`src/rtl/cjump_rs.sv`:
```
`default_nettype none
// ============================================================================
// Module      : cjump_rs
// Description : Reservation station for the conditional-jump unit. Holds up
//               to ENTRIES dispatched branches, wakes their two sources off
//               the common data bus and issues the oldest ready entry as a
//               registered one-cycle bundle.
// Revision    : 1.0  initial release
// ============================================================================
module cjump_rs #(
  parameter int ENTRIES = 4
) (
  input  logic             clk,
  input  logic             rst,
  input  logic             disp_transmit,
  input  logic [7:0]       disp_operand,
  input  logic [1:0]       disp_rdy,
  input  logic [1:0][3:0]  disp_tag,
  input  logic [1:0][7:0]  disp_val,
  input  logic [7:0]       disp_wbs,
  input  logic [7:0]       disp_flags,
  input  logic [3:0]       disp_robid,
  output logic             disp_full,
  input  logic             cdb_transmit,
  input  logic [3:0]       cdb_id,
  input  logic [7:0]       cdb_val,
  input  logic             flush,
  input  logic             fu_busy,
  output logic             input_transmit,
  output logic [7:0]       operand,
  output logic [1:0][7:0]  depvals,
  output logic [7:0]       wbs,
  output logic [7:0]       flags,
  output logic [3:0]       robid
);

  localparam int IDX_W = (ENTRIES > 1) ? $clog2(ENTRIES) : 1;

  // Slot storage. older_q[i][j] = 1 means slot i was dispatched before slot j.
  logic [ENTRIES-1:0]                valid_q, valid_d;
  logic [ENTRIES-1:0][1:0]           rdy_q, rdy_d;
  logic [ENTRIES-1:0][1:0][3:0]      tag_q, tag_d;
  logic [ENTRIES-1:0][1:0][7:0]      val_q, val_d;
  logic [ENTRIES-1:0][7:0]           op_q, op_d;
  logic [ENTRIES-1:0][7:0]           wbs_q, wbs_d;
  logic [ENTRIES-1:0][7:0]           flags_q, flags_d;
  logic [ENTRIES-1:0][3:0]           rob_q, rob_d;
  logic [ENTRIES-1:0][ENTRIES-1:0]   older_q, older_d;

  logic                              it_q;
  logic [7:0]                        operand_q;
  logic [1:0][7:0]                   depvals_q;
  logic [7:0]                        wbs_out_q;
  logic [7:0]                        flags_out_q;
  logic [3:0]                        robid_q;

  logic [ENTRIES-1:0]                issuable;
  logic [ENTRIES-1:0]                pick;
  logic [IDX_W-1:0]                  disp_slot;
  logic [IDX_W-1:0]                  iss_slot;
  logic                              do_disp;
  logic                              do_issue;

  assign disp_full      = &valid_q;
  assign input_transmit = it_q;
  assign operand        = operand_q;
  assign depvals        = depvals_q;
  assign wbs            = wbs_out_q;
  assign flags          = flags_out_q;
  assign robid          = robid_q;

  // Free-slot search, oldest-ready selection and the dispatch/issue decisions.
  always_comb begin
    logic found_free;
    logic found_pick;
    found_free = 1'b0;
    found_pick = 1'b0;
    disp_slot  = '0;
    iss_slot   = '0;
    for (int i = 0; i < ENTRIES; i++) begin
      issuable[i] = valid_q[i] & rdy_q[i][0] & rdy_q[i][1];
    end
    for (int i = 0; i < ENTRIES; i++) begin
      pick[i] = issuable[i];
      for (int j = 0; j < ENTRIES; j++) begin
        if (j != i && issuable[j] && older_q[j][i]) pick[i] = 1'b0;
      end
    end
    for (int i = 0; i < ENTRIES; i++) begin
      if (!valid_q[i] && !found_free) begin
        found_free = 1'b1;
        disp_slot  = IDX_W'(i);
      end
      if (pick[i] && !found_pick) begin
        found_pick = 1'b1;
        iss_slot   = IDX_W'(i);
      end
    end
    do_disp  = disp_transmit & ~disp_full & ~flush;
    do_issue = (|issuable) & ~fu_busy & ~it_q & ~flush;
  end

  // Next-state of the slot array: CDB wakeup, issue retirement, dispatch write.
  always_comb begin
    valid_d = valid_q;
    rdy_d   = rdy_q;
    tag_d   = tag_q;
    val_d   = val_q;
    op_d    = op_q;
    wbs_d   = wbs_q;
    flags_d = flags_q;
    rob_d   = rob_q;
    older_d = older_q;
    if (flush) begin
      valid_d = '0;
    end else begin
      for (int i = 0; i < ENTRIES; i++) begin
        for (int s = 0; s < 2; s++) begin
          if (valid_q[i] && !rdy_q[i][s] && cdb_transmit && cdb_id == tag_q[i][s]) begin
            rdy_d[i][s] = 1'b1;
            val_d[i][s] = cdb_val;
          end
        end
      end
      if (do_issue) valid_d[iss_slot] = 1'b0;
      if (do_disp) begin
        valid_d[disp_slot] = 1'b1;
        op_d[disp_slot]    = disp_operand;
        wbs_d[disp_slot]   = disp_wbs;
        flags_d[disp_slot] = disp_flags;
        rob_d[disp_slot]   = disp_robid;
        for (int s = 0; s < 2; s++) begin
          tag_d[disp_slot][s] = disp_tag[s];
          if (disp_rdy[s]) begin
            rdy_d[disp_slot][s] = 1'b1;
            val_d[disp_slot][s] = disp_val[s];
          end else if (cdb_transmit && cdb_id == disp_tag[s]) begin
            rdy_d[disp_slot][s] = 1'b1;
            val_d[disp_slot][s] = cdb_val;
          end else begin
            rdy_d[disp_slot][s] = 1'b0;
          end
        end
        // New entry is younger than every entry currently held.
        for (int j = 0; j < ENTRIES; j++) begin
          older_d[disp_slot][j] = 1'b0;
          if (IDX_W'(j) != disp_slot) older_d[j][disp_slot] = valid_q[j];
        end
      end
    end
  end

  // Slot array state register.
  always_ff @(posedge clk or negedge rst) begin
    if (!rst) begin
      valid_q <= '0;
      rdy_q   <= '0;
      tag_q   <= '0;
      val_q   <= '0;
      op_q    <= '0;
      wbs_q   <= '0;
      flags_q <= '0;
      rob_q   <= '0;
      older_q <= '0;
    end else begin
      valid_q <= valid_d;
      rdy_q   <= rdy_d;
      tag_q   <= tag_d;
      val_q   <= val_d;
      op_q    <= op_d;
      wbs_q   <= wbs_d;
      flags_q <= flags_d;
      rob_q   <= rob_d;
      older_q <= older_d;
    end
  end

  // Issue bundle: loaded only on issue, otherwise holds its last value.
  always_ff @(posedge clk or negedge rst) begin
    if (!rst) begin
      it_q        <= 1'b0;
      operand_q   <= '0;
      depvals_q   <= '0;
      wbs_out_q   <= '0;
      flags_out_q <= '0;
      robid_q     <= '0;
    end else begin
      it_q <= do_issue;
      if (do_issue) begin
        operand_q   <= op_q[iss_slot];
        depvals_q   <= val_q[iss_slot];
        wbs_out_q   <= wbs_q[iss_slot];
        flags_out_q <= flags_q[iss_slot];
        robid_q     <= rob_q[iss_slot];
      end
    end
  end

endmodule
`default_nettype wire
```
`config.mk`:
```
export PLATFORM = sky130hd
export DESIGN_NAME = cjump_rs
export DESIGN_NICKNAME = d
export VERILOG_FILES = /design/src/rtl/cjump_rs.sv
export SDC_FILE = /design/constraint.sdc
export NUM_CORES = 1
export LEC_CHECK = 0
export BUFFER_PORTS_ARGS = -buffer_cell sky130_fd_sc_hd__buf_2
export CAP_MARGIN = 20
export CELL_PAD_IN_SITES_DETAIL_PLACEMENT = 0
export CELL_PAD_IN_SITES_GLOBAL_PLACEMENT = 2
export CORE_MARGIN = 5
export CORE_UTILIZATION = 37
export DETAILED_ROUTE_END_ITERATION = 8
export PLACE_DENSITY = 0.82
export SLEW_MARGIN = 25
export SYNTH_ARGS = -nofsm -noshare
export SYNTH_HDL_FRONTEND = slang
export SYNTH_SLANG_ARGS = --single-unit
```
`constraint.sdc`:
```
create_clock -name clk -period 2.8 [get_ports clk]
set_clock_uncertainty 0.2 [all_clocks]
set_input_delay 0.28 -clock clk [delete_from_list [all_inputs] [get_ports clk]]
set_output_delay 0.28 -clock clk [all_outputs]
set_load 0.03 [all_outputs]
```
==> run metrics <==
worst vdd ir=about 0.45 mV; Worst EP arrival=roughly 2.8 ns; status=completed; Seq. cell area=~6900 um2; Row Count=about 70; CP Capture Type=flop; Max Buffers Root-to-Sink=3; PortBufs=117; largest net degree at the start of global routing=81; HP Class=in2reg; Max Cap Violations=0; final slew viol count=0; drt drc=0; Via Count=roughly 14,000; Setup CP Type=reg2reg; Layout Nets=1,902; Chip Height=208 um; Core Box Area=a little under 40,000 um2; vias in the first global route=13,403; fin crit period=2.60 ns; Post-Syn Area=between 10,000 and 15,000 um2; area of the multi-input gates=7020 um2; pwr/cell area=743 nW/um2; yosys warns=0; GRT overflow=0; sequential share of the synthesized area=between 40% and 50%; initial antenna violation count=1; ys flop type=dfrtp_1; first-pass GRT wire length=approximately 82 mm; routability congestion estimate=0.891; Global Route Usage Sum=between 20% and 30%; mean area per synthesized cell=between 8 and 9 um2; Critical Path Fanout Max=35; # setup viols final=0; fmax=between 0.3 and 0.4 GHz; Fin. Hold Viols=0; Comb power frac=between 20% and 30%; total power=0.0131 W; DRT iter0 DRCs=about 1,200; clock slew at reported path FFs=approximately 0.060 ns; H-tree levels=2; Internal=between 0.008 and 0.009 W; CTS tree=done; Slew headroom=45.7%; Clk Latency, worst-skew pair=~0.52 ns; DP HPWL=roughly 34 mm; Seq pwr share=43.3%; Hold Slack=0.0349 ns; Seq cells post-synth=277; clock power share=33.0%; clk root buf=clkbuf_16; Final ANT Viol Nets=0; RSZ-0062 raised after global routing=false; clock sink count=~280; Num CTS Buffers=34; Starting Density=between 30% and 40%; fraction of layout cells with a size suffix above 1=16.3%; Tcrit/Tclk final=between 90 and 100%; drt pass-1 iters=6; Worst Path Required=3.03 ns; Switch Pwr=~0.0044 W; leak pwr=8.42 nW; total die area=about 43,000 um2; asr flop ratio synth=100%; DR vias/cell=between 5 and 6; I/O pins=between 100 and 150; die width=roughly 210 um; EDFF count, synth=0; Placed Area=approximately 16,000 um2; syn nets=1,746; Switching Fraction=33.7%; final instance area=~18,000 um2; post-synthesis cell type count=between 70 and 80; area grow syn2layout=21.4%; setup TNS=0 ns; final wirelength=approximately 53 mm; worst-margin pin slew=between 0.8 and 0.9 ns; Critical Path Source Type=flop; Routed WL per cell=about 22 um; Post-Syn Instances=1,674; Fillers=approximately 3,800
[repair_timing]
action / 4_1_cts / 5_1_grt
resized for setup: 0 / 1
hold buffers: 50 / 0
endpoints found under the setup margin: 0 / 1
setup buffers: 0 / 0
hold endpoints to repair: 230 / 0
[area by class of cell]
cell class	count	area share (%)
Multi-Input combinational cell	1251	39.8
Sequential cell	277	39.2
Timing Repair Buffer	241	10.7
Clock buffer	41	5.13
Tap cell	518	3.67
Clock inverter	15	0.956
Inverter	25	0.531
Antenna cell	1	0.0142
[metrics by stage]
stage	utilization (%)	instances	worst slack, ns
finish	45.6	2369	0.199
global route	45.6	2369	0.0349
CTS	45.6	2368	0.212
detailed placement	41.5	2262	0.194
global placement	41.5	2262	0.263
floorplan	-	1674	0.655
[cells in the mapped netlist, types with 4 or more instances]
cell type / count / share of area, %
nor2_1: 107 / 2.8
clkbuf_1: 75 / 1.9
a31oi_1: 57 / 2.5
a32oi_1: 8 / 0.48
and2_1: 6 / 0.26
a211o_1: 14 / 0.84
nand4_1: 13 / 0.56
nor3_1: 9 / 0.31
a22o_1: 46 / 2.8
nand2_1: 549 / 14
o21ai_1: 16 / 0.55
o21ai_0: 43 / 1.5
a221oi_2: 6 / 0.62
dfrtp_1: 277 / 48
o22ai_1: 13 / 0.56
inv_1: 21 / 0.54
a221o_1: 15 / 1.0
mux2i_1: 26 / 1.8
o31ai_1: 5 / 0.26
buf_2: 28 / 0.96
o2bb2ai_1: 7 / 0.42
a211oi_1: 19 / 0.98
nor2b_1: 9 / 0.39
a31o_1: 4 / 0.24
a221oi_1: 46 / 2.8
a21oi_1: 51 / 1.8
a21o_1: 6 / 0.31
xnor2_1: 18 / 1.1
a311oi_1: 4 / 0.24
buf_1: 8 / 0.21
nor3_2: 5 / 0.34
a22oi_1: 6 / 0.31
nand3_1: 26 / 0.89
buf_6: 8 / 0.62
and3_1: 14 / 0.60
o211ai_1: 8 / 0.41
mux2_2: 10 / 0.77
xor2_1: 19 / 1.1
[cells in the final DEF, fill, tap and decap left out, types with 14 or more instances in the layout]
cell type / Yosys / routed
nand2_1: 549 / 548
dfrtp_1: 277 / 276
buf_2: 28 / 116
nor2_1: 107 / 102
a31oi_1: 57 / 57
buf_4: 2 / 55
a21oi_1: 51 / 51
dlygate4sd3_1: 0 / 50
a221oi_1: 46 / 46
a22o_1: 46 / 46
o21ai_0: 43 / 43
clkbuf_16: 0 / 34
nand3_1: 26 / 26
mux2i_1: 26 / 26
inv_1: 21 / 21
a211oi_1: 19 / 19
xor2_1: 19 / 19
buf_12: 0 / 19
xnor2_1: 18 / 18
o21ai_1: 16 / 16
a221o_1: 15 / 15
a211o_1: 14 / 14
[cells by family after synthesis]
group                  count (synthesis)  synth area share [%]
flip-flops                           277                  47.6
AO/OA/AOI/OAI                        409                  20.9
AND/OR/NAND/NOR                      763                  21.6
buffers and inverters                146                  4.47
multiplexers                          39                  2.79
XOR/XNOR                              40                  2.56
[power by group through the flow]
stage,clock network (W),logic (W),registers (W)
after floorplan,0,0.00144,0.00615
after global placement,0,0.00303,0.00572
after detailed placement,0,0.00307,0.00575
after CTS,0.00443,0.00313,0.00568
after global routing,0.00460,0.00341,0.00580
final,0.00433,0.00310,0.00569
[flip-flops by register name, indices dropped and copies added, names as in the netlist]
signal,count
rdy_q,8
input_transmit,1
flags_q,32
val_q,64
wbs,8
depvals,16
older_q,12
op_q,32
robid,4
rob_q,16
valid_q,4
flags,8
tag_q,32
wbs_q,32
operand,8
[routing by layer]
metal  wire length (um)  track usage, %
met1              23400            33.4
met2              24300            38.0
met3               3530            3.43
met4               1600            7.13
met5                  0               0
[worst max-delay path, stage by stage (launching register included)]
cell       delay [ns]
dfrtp_1          0.65
nand4_1          0.16
and4_2           0.31
a2111oi_4        0.40
buf_12           0.31
a22o_1           0.21
nand2_1          0.08
a31oi_1          0.16
[path summary, 6_finish.rpt]
kind                       startpoint           to  slack [ns]  depth (start not counted)
max                        valid_q[1]  depvals[14]        0.20                          7
min                        cdb_val[3]    val_q[43]        0.03                          3
max reg2reg                valid_q[1]  depvals[14]        0.20                          7
min reg2reg                  op_q[23]     op_q[23]        0.27                          2
max in group asynchronous         rst      op_q[3]        1.37                          3
min in group asynchronous         rst   depvals[3]        0.14                          2
Note: power is estimated with default switching activity, not from simulation.
